## config.mk

```make
export PLATFORM = sky130hd
export DESIGN_NAME = instr_fetch
export DESIGN_NICKNAME = d
export VERILOG_FILES = /design/src/rtl/instr_fetch_pkg.sv /design/src/rtl/fetch_timer.sv /design/src/rtl/instr_fetch.sv
export SDC_FILE = /design/constraint.sdc
export NUM_CORES = 1
export LEC_CHECK = 0
export ABC_AREA = 1
export CORE_MARGIN = 5
export CORE_UTILIZATION = 41
export DETAILED_ROUTE_END_ITERATION = 8
export PLACE_DENSITY = 0.81
export SETUP_SLACK_MARGIN = 0.3
export SLEW_MARGIN = 15
export SYNTH_ARGS = -nofsm -noshare
export SYNTH_HDL_FRONTEND = slang
export SYNTH_SLANG_ARGS = --single-unit
export TNS_END_PERCENT = 1
```

## constraint.sdc

```tcl
create_clock -name clk -period 1.45 [get_ports clk]
set_input_delay 0.29 -clock clk [delete_from_list [all_inputs] [get_ports clk]]
set_output_delay 0.29 -clock clk [all_outputs]
set_load 0.01 [all_outputs]
```

## src/rtl/instr_fetch_pkg.sv

```systemverilog
// Shared definitions for the instruction fetch unit: state encoding,
// instruction width and the default ack timeout.
package instr_fetch_pkg;

  localparam int INSTR_W         = 32;
  localparam int DEFAULT_TIMEOUT = 15;

  typedef enum logic [1:0] {
    ST_IDLE = 2'd0,
    ST_REQ  = 2'd1,
    ST_DONE = 2'd2,
    ST_ERR  = 2'd3
  } fetch_state_e;

  // Instruction fetches are legal only on word boundaries.
  function automatic logic word_aligned(input logic [1:0] addr_lo);
    return addr_lo == 2'b00;
  endfunction

endpackage

```

## src/rtl/fetch_timer.sv

```systemverilog
// Counts REQ cycles spent waiting for mem_ack; expire_o flags the last
// cycle the fetch FSM is allowed to wait before reporting a timeout.
module fetch_timer
  import instr_fetch_pkg::*;
#(
  parameter int TIMEOUT = DEFAULT_TIMEOUT
) (
  input  logic clk,
  input  logic rst_n,
  input  logic clear_i,
  input  logic enable_i,
  output logic expire_o
);

  localparam int CW = $clog2(TIMEOUT) + 1;
  localparam logic [CW-1:0] LAST = CW'(TIMEOUT - 1);

  logic [CW-1:0] count_q;

  always_ff @(posedge clk or negedge rst_n) begin
    if (!rst_n) begin
      count_q <= '0;
    end else if (clear_i) begin
      count_q <= '0;
    end else if (enable_i) begin
      count_q <= count_q + CW'(1);
    end
  end

  assign expire_o = (count_q == LAST);

endmodule

```

## src/rtl/instr_fetch.sv

```systemverilog
// Instruction fetch FSM: issues one word read per fetch_start, latches the
// returned word into IR and the fetched address + 4 into PC4.
module instr_fetch
  import instr_fetch_pkg::*;
#(
  parameter int TIMEOUT = DEFAULT_TIMEOUT
) (
  input  logic               clk,
  input  logic               rst_n,
  input  logic [INSTR_W-1:0] pc_i,
  input  logic               fetch_start_i,
  output logic [INSTR_W-1:0] mem_addr_o,
  output logic               mem_req_o,
  input  logic [INSTR_W-1:0] mem_rdata_i,
  input  logic               mem_ack_i,
  output logic [INSTR_W-1:0] ir_o,
  output logic [INSTR_W-1:0] pc4_o,
  output logic               ir_valid_o,
  output logic               busy_o,
  output logic               fetch_err_o,
  output fetch_state_e       state_o
);

  // Memory handshake: mem_req is a level held for the whole REQ state with a
  // stable mem_addr; a single-cycle mem_ack completes it and is ignored in
  // every other state.

  fetch_state_e       state_q;
  logic [INSTR_W-1:0] mem_addr_q;
  logic [INSTR_W-1:0] ir_q;
  logic [INSTR_W-1:0] pc4_q;
  logic [INSTR_W-1:0] pc4_d;
  logic               mem_req_q;
  logic               ir_valid_q;
  logic               fetch_err_q;
  logic               busy_q;
  logic               timer_expire;

  assign pc4_d = mem_addr_q + 32'd4;

  fetch_timer #(
    .TIMEOUT (TIMEOUT)
  ) u_timer (
    .clk      (clk),
    .rst_n    (rst_n),
    .clear_i  (state_q != ST_REQ),
    .enable_i ((state_q == ST_REQ) && !mem_ack_i),
    .expire_o (timer_expire)
  );

  always_ff @(posedge clk or negedge rst_n) begin
    if (!rst_n) begin
      state_q     <= ST_IDLE;
      mem_addr_q  <= '0;
      ir_q        <= '0;
      pc4_q       <= '0;
      mem_req_q   <= 1'b0;
      ir_valid_q  <= 1'b0;
      fetch_err_q <= 1'b0;
      busy_q      <= 1'b0;
    end else begin
      ir_valid_q  <= 1'b0;
      fetch_err_q <= 1'b0;
      case (state_q)
        ST_IDLE: begin
          if (fetch_start_i) begin
            busy_q <= 1'b1;
            if (word_aligned(pc_i[1:0])) begin
              mem_addr_q <= pc_i;
              mem_req_q  <= 1'b1;
              state_q    <= ST_REQ;
            end else begin
              fetch_err_q <= 1'b1;
              state_q     <= ST_ERR;
            end
          end
        end
        ST_REQ: begin
          // An ack on the expiry cycle still completes the fetch.
          if (mem_ack_i) begin
            ir_q       <= mem_rdata_i;
            pc4_q      <= pc4_d;
            mem_req_q  <= 1'b0;
            ir_valid_q <= 1'b1;
            state_q    <= ST_DONE;
          end else if (timer_expire) begin
            mem_req_q   <= 1'b0;
            fetch_err_q <= 1'b1;
            state_q     <= ST_ERR;
          end
        end
        ST_DONE, ST_ERR: begin
          busy_q  <= 1'b0;
          state_q <= ST_IDLE;
        end
        default: begin
          mem_req_q <= 1'b0;
          busy_q    <= 1'b0;
          state_q   <= ST_IDLE;
        end
      endcase
    end
  end

  assign mem_addr_o  = mem_addr_q;
  assign mem_req_o   = mem_req_q;
  assign ir_o        = ir_q;
  assign pc4_o       = pc4_q;
  assign ir_valid_o  = ir_valid_q;
  assign fetch_err_o = fetch_err_q;
  assign busy_o      = busy_q;
  assign state_o     = state_q;

endmodule

```

==> metrics.cfg, run 1 <==
[synthesis]
syn_area_mm2 = 0.004976
synth_area_leaders = dfrtp_1 (54%), nand2_1 (18%), mux2_4 (4.8%)
synth.avg_cell_area_um2 = 8.654
ys_seq_area_frac = 0.5381
synth_top_cell_by_area = dfrtp_1
synth-warning-count = 0
synthesis.instances = 575
yosysTopAreaCellShare = 0.5381
ys_types = 30
synth_seq_cells = 107
syn-num-nets = 646

[clocking]
clockBufferDepth = 2
clk-insertion-delay-late_ns = 0.35
path_clk_slew_ns = 0.07
htree_levels = 3
cts_tree = done
numCtsBuffers = 9
cts.sinks = 107
root_buffer = clkbuf_16

[placed_design]
finalWeightedCongestion = 0.8682
dpl_cell_area_mm2 = 0.006993
hpwl_mm = 10.29
port_buffers = 169
dp_worst_setup_slack_ns = -0.2172

[route]
vias_per_cell = 4.898
drc = 0
dr.pass1.iters = 4
wire_per_inst_um = 15.86
drtAntennaViolNets = 0
dr.first_iter.drc_count = 255
num_vias = 4545
routed_wl_mm = 14.72

[sta]
setup_violations = 6
drv_slew = 0
finClkSkew_ns = 0.008271
maxSlewHeadroom = 0.8022
fmax_mhz = 669.7
fin_crit_sh = 1.030
hold_viol_final = 0
rsz0062_at_grt = true
setup_ws_ns = -0.04323
tightest_slew_ns = 0.2967
fin_crit_ns = 1.493

[run]
max_cap_violations = 0

[power_and_ir_drop]
ir_drop_mv = 1.038
leakagePower_nw = 3.747
p_per_area_mw_per_mm2 = 1989

[die]
die-area_mm2 = 0.01444
initial_utilization = 0.4160
std_cell_rows = 40
dieHeight_um = 120.2
chipWidth_um = 120.2
io_pins = 170
coreArea_mm2 = 0.01196

[critical_path]
cp.arrival_ns = 1.73
crit_chain = ha_4, nand2_4, nor2_4, buf_4, nand2_4, nor2_4, or2_2, nand3_1, nand2_1
worstSetupEndpointType = flip-flop
worst_path_largest_cell_delay_ns = 0.41
critPathRequiredTime_ns = 1.68
critPathSlowestCell = dfrtp_1
critPathKind = reg2reg
cp-start-kind = flip-flop
cp_max_fo = 4

[finish]
multiInputGateArea_mm2 = 0.002325
final_common_cell = nand2_1
drive_above_1_share = 0.3483
seq_area_mm2 = 0.002693
fin_nets = 848
syn_to_final_growth_pct = 50.29
antennaDiodeCount = 0
final_area_mm2 = 0.007478
fillers = 954
final_cell_mix = nand2_1 (229), dfrtp_1 (95), buf_2 (67)

[global_route]
gr-total-overflow = 0
grt_usage = 0.2035
grt_pass1_wl_mm = 23.65
grt_pass1_vias = 4691
grt_max_degree = 55
antenna_found_initial = 0

[hold_path]
hp-class = in2reg

[run_status]
status = finished, violations left
violations = negative setup slack

==> layer usage <==
| layer | track usage | wire [um] |
|---|---|---|
| met1 | 0.2558 | 6293 |
| met2 | 0.3467 | 7194 |
| met3 | 0.03487 | 889 |
| met4 | 0.08375 | 340 |
| met5 | 0 | 0 |
==> registers in the layout, summed over array words and instances, names as in the netlist <==
signal and flops:
busy_o 1, mem_req_o 1, fetch_err_o 1, u_timer.count_q 5, ir_o 32, state_o 2, pc4_o 32, ir_valid_o 1
mem_addr_o 32
==> area by class of cell <==
class / instances / share of cell area
multi-input cells: 412 / 0.3109
clock inverters: 5 / 0.007362
well taps: 147 / 0.02459
clock buffers: 10 / 0.03062
repair buffers: 212 / 0.2490
flip-flops and latches: 107 / 0.3600
inverters: 35 / 0.01757
==> power by group <==
group	switching, W	internal (W)
logic	0.00370	0.00341
registers	0.00104	0.00432
clock network	0.00107	0.00132
total	0.00581	0.00906
==> worst max-delay path: cells and delay by family, from the launching register on <==
family	cells	cell delay (ns)
and+or+nand+nor	7	0.65
buffers and inverters	1	0.14
adders and majority gates	1	0.18
DFF	1	0.41
==> through the flow <==
| step | hold slack [ns] | util | instances | total power [W] | TNS, ns |
|---|---|---|---|---|---|
| after floorplan | -0.005591 | - | 575 | 0.008476 | 0 |
| final | 0.4325 | 0.6252 | 928 | 0.01487 | -0.1578 |
| after global routing | 0.4670 | 0.6252 | 928 | 0.01583 | -1.161 |
| after CTS | 0.4182 | 0.6147 | 923 | 0.01469 | -0.09443 |
| after detailed placement | 0.3147 | 0.5846 | 892 | 0.01241 | -9.181 |
| after global placement | 0.3163 | 0.5846 | 892 | 0.01219 | -7.642 |
==> cells in the mapped netlist, drive strengths merged <==
cell and number:
a21oi 18, and2 2, and3 1, buf 19, clkbuf 2, dfrtp 107, ha 3, inv 35
mux2 16, nand2 245, nand3 32, nand4 2, nor2 61, nor3 1, o21a 2, o21ai 14
o21bai 3, o22ai 1, or2 3, xnor2 3, xor2 5
==> worst paths after layout <==
check | start | end | slack, ns | cells past startpoint
max | mem_addr_o[2] | pc4_o[16] | -0.04 | 9
min | mem_ack_i | u_timer.count_q[0] | 0.43 | 4
max reg2reg | mem_addr_o[2] | pc4_o[16] | -0.04 | 9
min reg2reg | ir_o[5] | ir_o[5] | 0.47 | 2
max in group asynchronous | rst_n | mem_addr_o[14] | 0.69 | 3
min in group asynchronous | rst_n | ir_o[3] | 0.48 | 3
==> kinds of logic (layout without fill, tap and decap cells) <==
group	after synthesis	in the layout	synth area share
flip-flops	107	107	0.5381
XOR/XNOR	8	8	0.01408
adder cells (fa/ha/maj)	3	3	0.007544
AND/OR/NAND/NOR	347	347	0.2957
buffers and inverters	56	262	0.05532
multiplexers	16	16	0.04828
AO/OA/AOI/OAI	38	38	0.04099
==> what timing repair did <==
| item | 4_1_cts | 5_1_grt |
|---|---|---|
| endpoints found under the hold margin | 107 | 0 |
| setup endpoints to repair | 205 | 204 |
| hold buffers | 1 | 0 |
| pin swaps | 31 | 33 |
| gates resized for setup | 427 | 113 |
| buffers inserted | 15 | 5 |
No activity file was read; power rests on OpenSTA's default activity.
==> run 2: changes to the inputs <==
Settings changed: CORE_UTILIZATION 41 to 46, PLACE_DENSITY 0.81 to 0.86.
Clock period 1.45 ns to 1.4 ns, I/O delays scaled along.
==> metrics.cfg, run 2 (same netlist as run 1, synthesis figures left out) <==
[run_status]
status = finished, violations left
violations = negative setup slack

[power_and_ir_drop]
seq_power_share = 0.367  ; +0.006
pwr-share-clk = 0.135  ; -0.026
p_sw_frac = 0.3998  ; +0.009001
leakagePower_nw = 3.680  ; -1.8%
comb_power_share = 0.498  ; +0.020
p_per_area_mw_per_mm2 = 2060  ; +3.6%
ir_drop_mv = 1.127  ; +8.5%
p_int_w = 0.008918  ; -1.6%
netSwitchingPower_w = 0.005939  ; +2.2%

[run]
max_cap_violations = 0  ; unchanged

[clocking]
clk-insertion-delay-late_ns = 0.37  ; +0.02 ns
path_clk_slew_ns = 0.11  ; +0.04 ns
numCtsBuffers = 9  ; unchanged
root_buffer = clkbuf_8
cts.sinks = 107  ; unchanged
cts_tree = done
clockBufferDepth = 2  ; unchanged
htree_levels = 3  ; unchanged

[critical_path]
critPathKind = reg2reg
cp-start-kind = flip-flop
r2r_slack_ns = -0.13  ; -0.09 ns
cp.arrival_ns = 1.79  ; +0.06 ns
reg2reg_depth = 8  ; -1
worstSetupEndpointType = flip-flop
r2r_end = pc4_o[19]
critPathRequiredTime_ns = 1.66  ; -0.02 ns
r2r-start = mem_addr_o[10]
cp_max_fo = 7  ; +3

[global_route]
gr-total-overflow = 0  ; unchanged
grt_usage = 0.2258  ; +0.02237
grt_max_degree = 43  ; -22%
grt_pass1_vias = 4847  ; +3.3%
grt_pass1_wl_mm = 23.58  ; -0.26%
antenna_found_initial = 0  ; unchanged

[route]
wire_per_inst_um = 16.06  ; +1.2%
drc = 0  ; unchanged
dr.pass1.iters = 5  ; +1
drtAntennaViolNets = 0  ; unchanged
dr.first_iter.drc_count = 255  ; unchanged
vias_per_cell = 5.093  ; +4.0%
routed_wl_mm = 14.90  ; +1.2%
num_vias = 4726  ; +4.0%

[sta]
maxSlewHeadroom = 0.8147  ; +0.01248
fmax_mhz = 652.0  ; -2.6%
setup_violations = 29  ; +23
finClkSkew_ns = 0.01546  ; +0.007190 ns
drv_slew = 0  ; unchanged
fin_crit_ns = 1.534  ; +0.04061 ns
setup_ws_ns = -0.1338  ; -0.09061 ns
rsz0062_at_grt = true
tightest_slew_ns = 0.2750  ; -0.02163 ns
hold_viol_final = 0  ; unchanged
fin_crit_sh = 1.096  ; +0.06579

[die]
die-area_mm2 = 0.01300  ; -10%
chipWidth_um = 114.0  ; -5.1%
io_pins = 170  ; unchanged
dieHeight_um = 114.0  ; -5.1%
std_cell_rows = 38  ; -5.0%
coreArea_mm2 = 0.01070  ; -11%
initial_utilization = 0.4651  ; +0.04914

[finish]
fin_nets = 854  ; +0.71%
final_cell_mix = nand2_1 (233), dfrtp_1 (98), buf_2 (70)
final_common_cell = nand2_1
drive_above_1_share = 0.3236  ; -0.02467
syn_to_final_growth_pct = 44.96
final_util = 0.6743  ; +0.04906
antennaDiodeCount = 0  ; unchanged
stdcell_count = 928  ; unchanged

[placed_design]
place_inst = 890  ; -0.22%
port_buffers = 169  ; unchanged
hpwl_mm = 10.60  ; +3.0%
finalWeightedCongestion = 0.9416  ; +8.5%

[hold_path]
hp-class = in2async

## run 2: timing repair
item,CTS,global route
pin swaps,17,11
hold buffers,1,0
resized for setup,453,43
setup endpoints to repair,206,207
endpoints found under the hold margin,11,0
buffers inserted,20,1
## run 2: worst max path at each step
stage,start,to,slack [ns],depth (start not counted)
after global placement,fetch_start_i,mem_addr_o[27],-0.22,8
after CTS,mem_addr_o[2],pc4_o[28],-0.12,10
after detailed placement,fetch_start_i,mem_addr_o[22],-0.31,8
after global routing,mem_addr_o[10],pc4_o[23],-0.22,8
after floorplan,mem_addr_o[3],pc4_o[28],-0.005,8
final,mem_addr_o[10],pc4_o[19],-0.13,8
## run 2: layer usage
metal  vias up  wire length, um  GRT usage
met3        38              951    0.04934
met5         -                0          0
li1       2206                -          -
met4         0              420    0.08709
met2       208             7548     0.3903
met1      2274             5979     0.2755
## run 2: cell type report
cell class                 count  area (um^2)
tap                          140        175.2
timing repair buffer         218         1843
fill                         822         3485
multi-input combinational    412         2163
clock buffer                  12        155.1
clock inverter                 4        56.30
inverter                      35        131.4
sequential                   107         2689
## run 2: worst max-delay path, stage by stage (launching register included)
cell and delay, ns:
dfrtp_2 0.38, buf_4 0.14, nand2_1 0.12, nor2_2 0.15
nand2_1 0.10, nor2_4 0.25, nand3_1 0.11, nand3_1 0.11
nand2_1 0.06
## run 2: power groups by stage
stage / Sequential, W / Combinational, W / Clock [W]
3_3_place_gp: 0.00560 / 0.00703 / 0
4_1_cts: 0.00542 / 0.00728 / 0.00206
3_5_place_dp: 0.00565 / 0.00726 / 0
2_1_floorplan: 0.00610 / 0.00268 / 0
6_report: 0.00545 / 0.00740 / 0.00201
5_1_grt: 0.00562 / 0.00808 / 0.00221
## run 2: metrics by stage
| step | hold slack, ns | setup slack [ns] | setup TNS, ns | area, um^2 | total power (W) |
|---|---|---|---|---|---|
| after floorplan | -0.01559 | -0.004887 | -0.01437 | 4979 | 0.008778 |
| after global placement | 0.1457 | -0.2240 | -13.22 | 6984 | 0.01263 |
| after detailed placement | 0.1471 | -0.3087 | -16.79 | 6984 | 0.01291 |
| after global routing | 0.2856 | -0.2176 | -5.736 | 7213 | 0.01591 |
| final | 0.2821 | -0.1338 | -1.152 | 7213 | 0.01486 |
| after CTS | 0.2797 | -0.1169 | -0.8819 | 7114 | 0.01475 |
==> run 3: changes to the inputs <==
Settings changed: CORE_UTILIZATION 46 to 38, PLACE_DENSITY 0.86 to 0.74.
==> metrics.cfg, run 3 (same netlist as run 1, synthesis figures left out) <==
[run_status]
status = finished, violations left
violations = negative setup slack

[sta]
hold_viol_final = 0  ; unchanged
fmax_mhz = 700.6  ; +7.5%
setup_ws_ns = -0.02740  ; +0.1064 ns
drv_slew = 0  ; unchanged
fin_crit_sh = 1.020  ; -0.07604
tightest_slew_ns = 0.3063  ; +0.03124 ns
maxSlewHeadroom = 0.7936  ; -0.02105
setup_violations = 17  ; -41%
rsz0062_at_grt = true
fin_crit_ns = 1.427  ; -0.1064 ns
finClkSkew_ns = 0.006409  ; -0.009052 ns

[critical_path]
r2r_end = pc4_o[28]
cp_max_fo = 6  ; -1
worst_path_largest_cell_delay_ns = 0.36  ; -0.02 ns
cp-start-kind = flip-flop
reg2reg_depth = 8  ; unchanged
r2r_slack_ns = -0.03  ; +0.11 ns
critPathKind = reg2reg
critPathSlowestCell = dfrtp_1
cp.arrival_ns = 1.67  ; -0.12 ns
worstPathBufferInverterCount = 0  ; -1
r2r-start = mem_addr_o[2]
worstSetupEndpointType = flip-flop
critPathRequiredTime_ns = 1.64  ; -0.02 ns
path_delay_family = simple AND/OR/NAND/NOR gates
crit_chain = ha_2, nand2_2, nor2_4, nand2_4, nor2_4, nand3_1, nand3_1, nand2_1

[route]
routed_wl_mm = 14.50  ; -2.7%
drtAntennaViolNets = 0  ; unchanged
vias_per_cell = 4.712  ; -7.5%
dr.pass1.iters = 4  ; -1
num_vias = 4443  ; -6.0%
drc = 0  ; unchanged
wire_per_inst_um = 15.38  ; -4.2%
dr.first_iter.drc_count = 274  ; +7.5%

[clocking]
clk-insertion-delay-late_ns = 0.34  ; -0.03 ns
cts_tree = done
clockBufferDepth = 2  ; unchanged
root_buffer = clkbuf_16
numCtsBuffers = 9  ; unchanged
htree_levels = 3  ; unchanged
cts.sinks = 107  ; unchanged
path_clk_slew_ns = 0.07  ; -0.04 ns

[finish]
seq_area_mm2 = 0.002696  ; +0.28%
multiInputGateArea_mm2 = 0.002205  ; +1.9%
antennaDiodeCount = 0  ; unchanged
final_cell_mix = nand2_1 (232), dfrtp_1 (92), clkdlybuf4s50_1 (65)
final_common_cell = nand2_1
fin_nets = 837  ; -2.0%
fillers = 1177  ; +43%
drive_above_1_share = 0.3191  ; -0.004538
syn_to_final_growth_pct = 47.90

[hold_path]
min_to = u_timer.count_q[0]
min-delay-start = mem_ack_i
holdPathStages = 4
hp-class = in2reg

[run]
max_cap_violations = 0  ; unchanged

[die]
dieHeight_um = 124.4  ; +9.1%
chipWidth_um = 124.4  ; +9.1%
std_cell_rows = 41  ; +7.9%
coreArea_mm2 = 0.01272  ; +19%
die-area_mm2 = 0.01548  ; +19%
io_pins = 170  ; unchanged
initial_utilization = 0.3911  ; -0.07402

[global_route]
gr-total-overflow = 0  ; unchanged
grt_usage = 0.1870  ; -0.03887
grt_pass1_vias = 4840  ; -0.14%
grt_pass1_wl_mm = 24.21  ; +2.6%
grt_max_degree = 57  ; +33%
antenna_found_initial = 0  ; unchanged

[placed_design]
hpwl_mm = 10.44  ; -1.5%
port_buffers = 169  ; unchanged
dp_worst_setup_slack_ns = -0.2715  ; +0.03717 ns
finalWeightedCongestion = 0.9383  ; -0.35%

[power_and_ir_drop]
leakagePower_nw = 3.684  ; +0.12%
total_power_w = 0.01548  ; +4.2%
ir_drop_mv = 1.058  ; -6.1%
p_per_area_mw_per_mm2 = 2103  ; +2.1%

run 3: worst max path at each step:
stage	startpoint	endpoint	slack [ns]	depth (start not counted)
floorplan	mem_addr_o[3]	pc4_o[28]	-0.005	8
global placement	fetch_start_i	mem_addr_o[13]	-0.23	6
detailed placement	fetch_start_i	mem_addr_o[28]	-0.27	8
CTS	mem_addr_o[3]	pc4_o[20]	-0.04	8
global route	mem_addr_o[2]	pc4_o[20]	-0.13	8
finish	mem_addr_o[2]	pc4_o[28]	-0.03	8
run 3: tightest hold or removal path, stage by stage:
cell,delay (ns)
dlymetal6s2s_1,0.17
nor2_4,0.07
nand2_1,0.05
o21ai_0,0.07
run 3: layer usage:
metal | vias up | share of wire | GRT usage
met5 | - | 0 | 0
met3 | 18 | 0.054 | 0.04846
met4 | 0 | 0.013 | 0.04707
li1 | 2174 | - | -
met2 | 148 | 0.51 | 0.3257
met1 | 2103 | 0.43 | 0.2310
run 3: timing repair:
action | 4_1_cts | 5_1_grt
resized for setup | 380 | 129
setup endpoints to repair | 205 | 207
hold endpoints to repair | 18 | 0
buffers inserted | 9 | 0
pin swaps | 15 | 10
hold buffers | 1 | 0
run 3: power by group:
group | total (W) | leakage (nW) | internal [W] | switching (W)
sequential | 0.00570 | 1.30 | 0.00449 | 0.00121
clock | 0.00277 | 0.165 | 0.00166 | 0.00112
combinational | 0.00701 | 2.22 | 0.00339 | 0.00362
total | 0.0155 | 3.68 | 0.00954 | 0.00594
run 3: final cells by class:
cell class,instances,area share
Multi-Input combinational cell,412,0.2996
Timing Repair Buffer,201,0.2424
Clock inverter,5,0.01020
Sequential cell,107,0.3664
Tap cell,172,0.02924
Clock buffer,11,0.03434
Inverter,35,0.01785
run 3: through the flow:
stage / cells / hold slack, ns / util / area (um^2) / TNS, ns
after CTS: 943 / 0.3587 / 0.5709 / 7263 / -0.06664
after global placement: 917 / 0.1887 / 0.5511 / 7012 / -12.86
after global routing: 943 / 0.3550 / 0.5785 / 7360 / -2.735
after floorplan: 575 / -0.01559 / - / 4979 / -0.01437
final: 943 / 0.3317 / 0.5785 / 7360 / -0.1751
after detailed placement: 917 / 0.1876 / 0.5511 / 7012 / -14.92
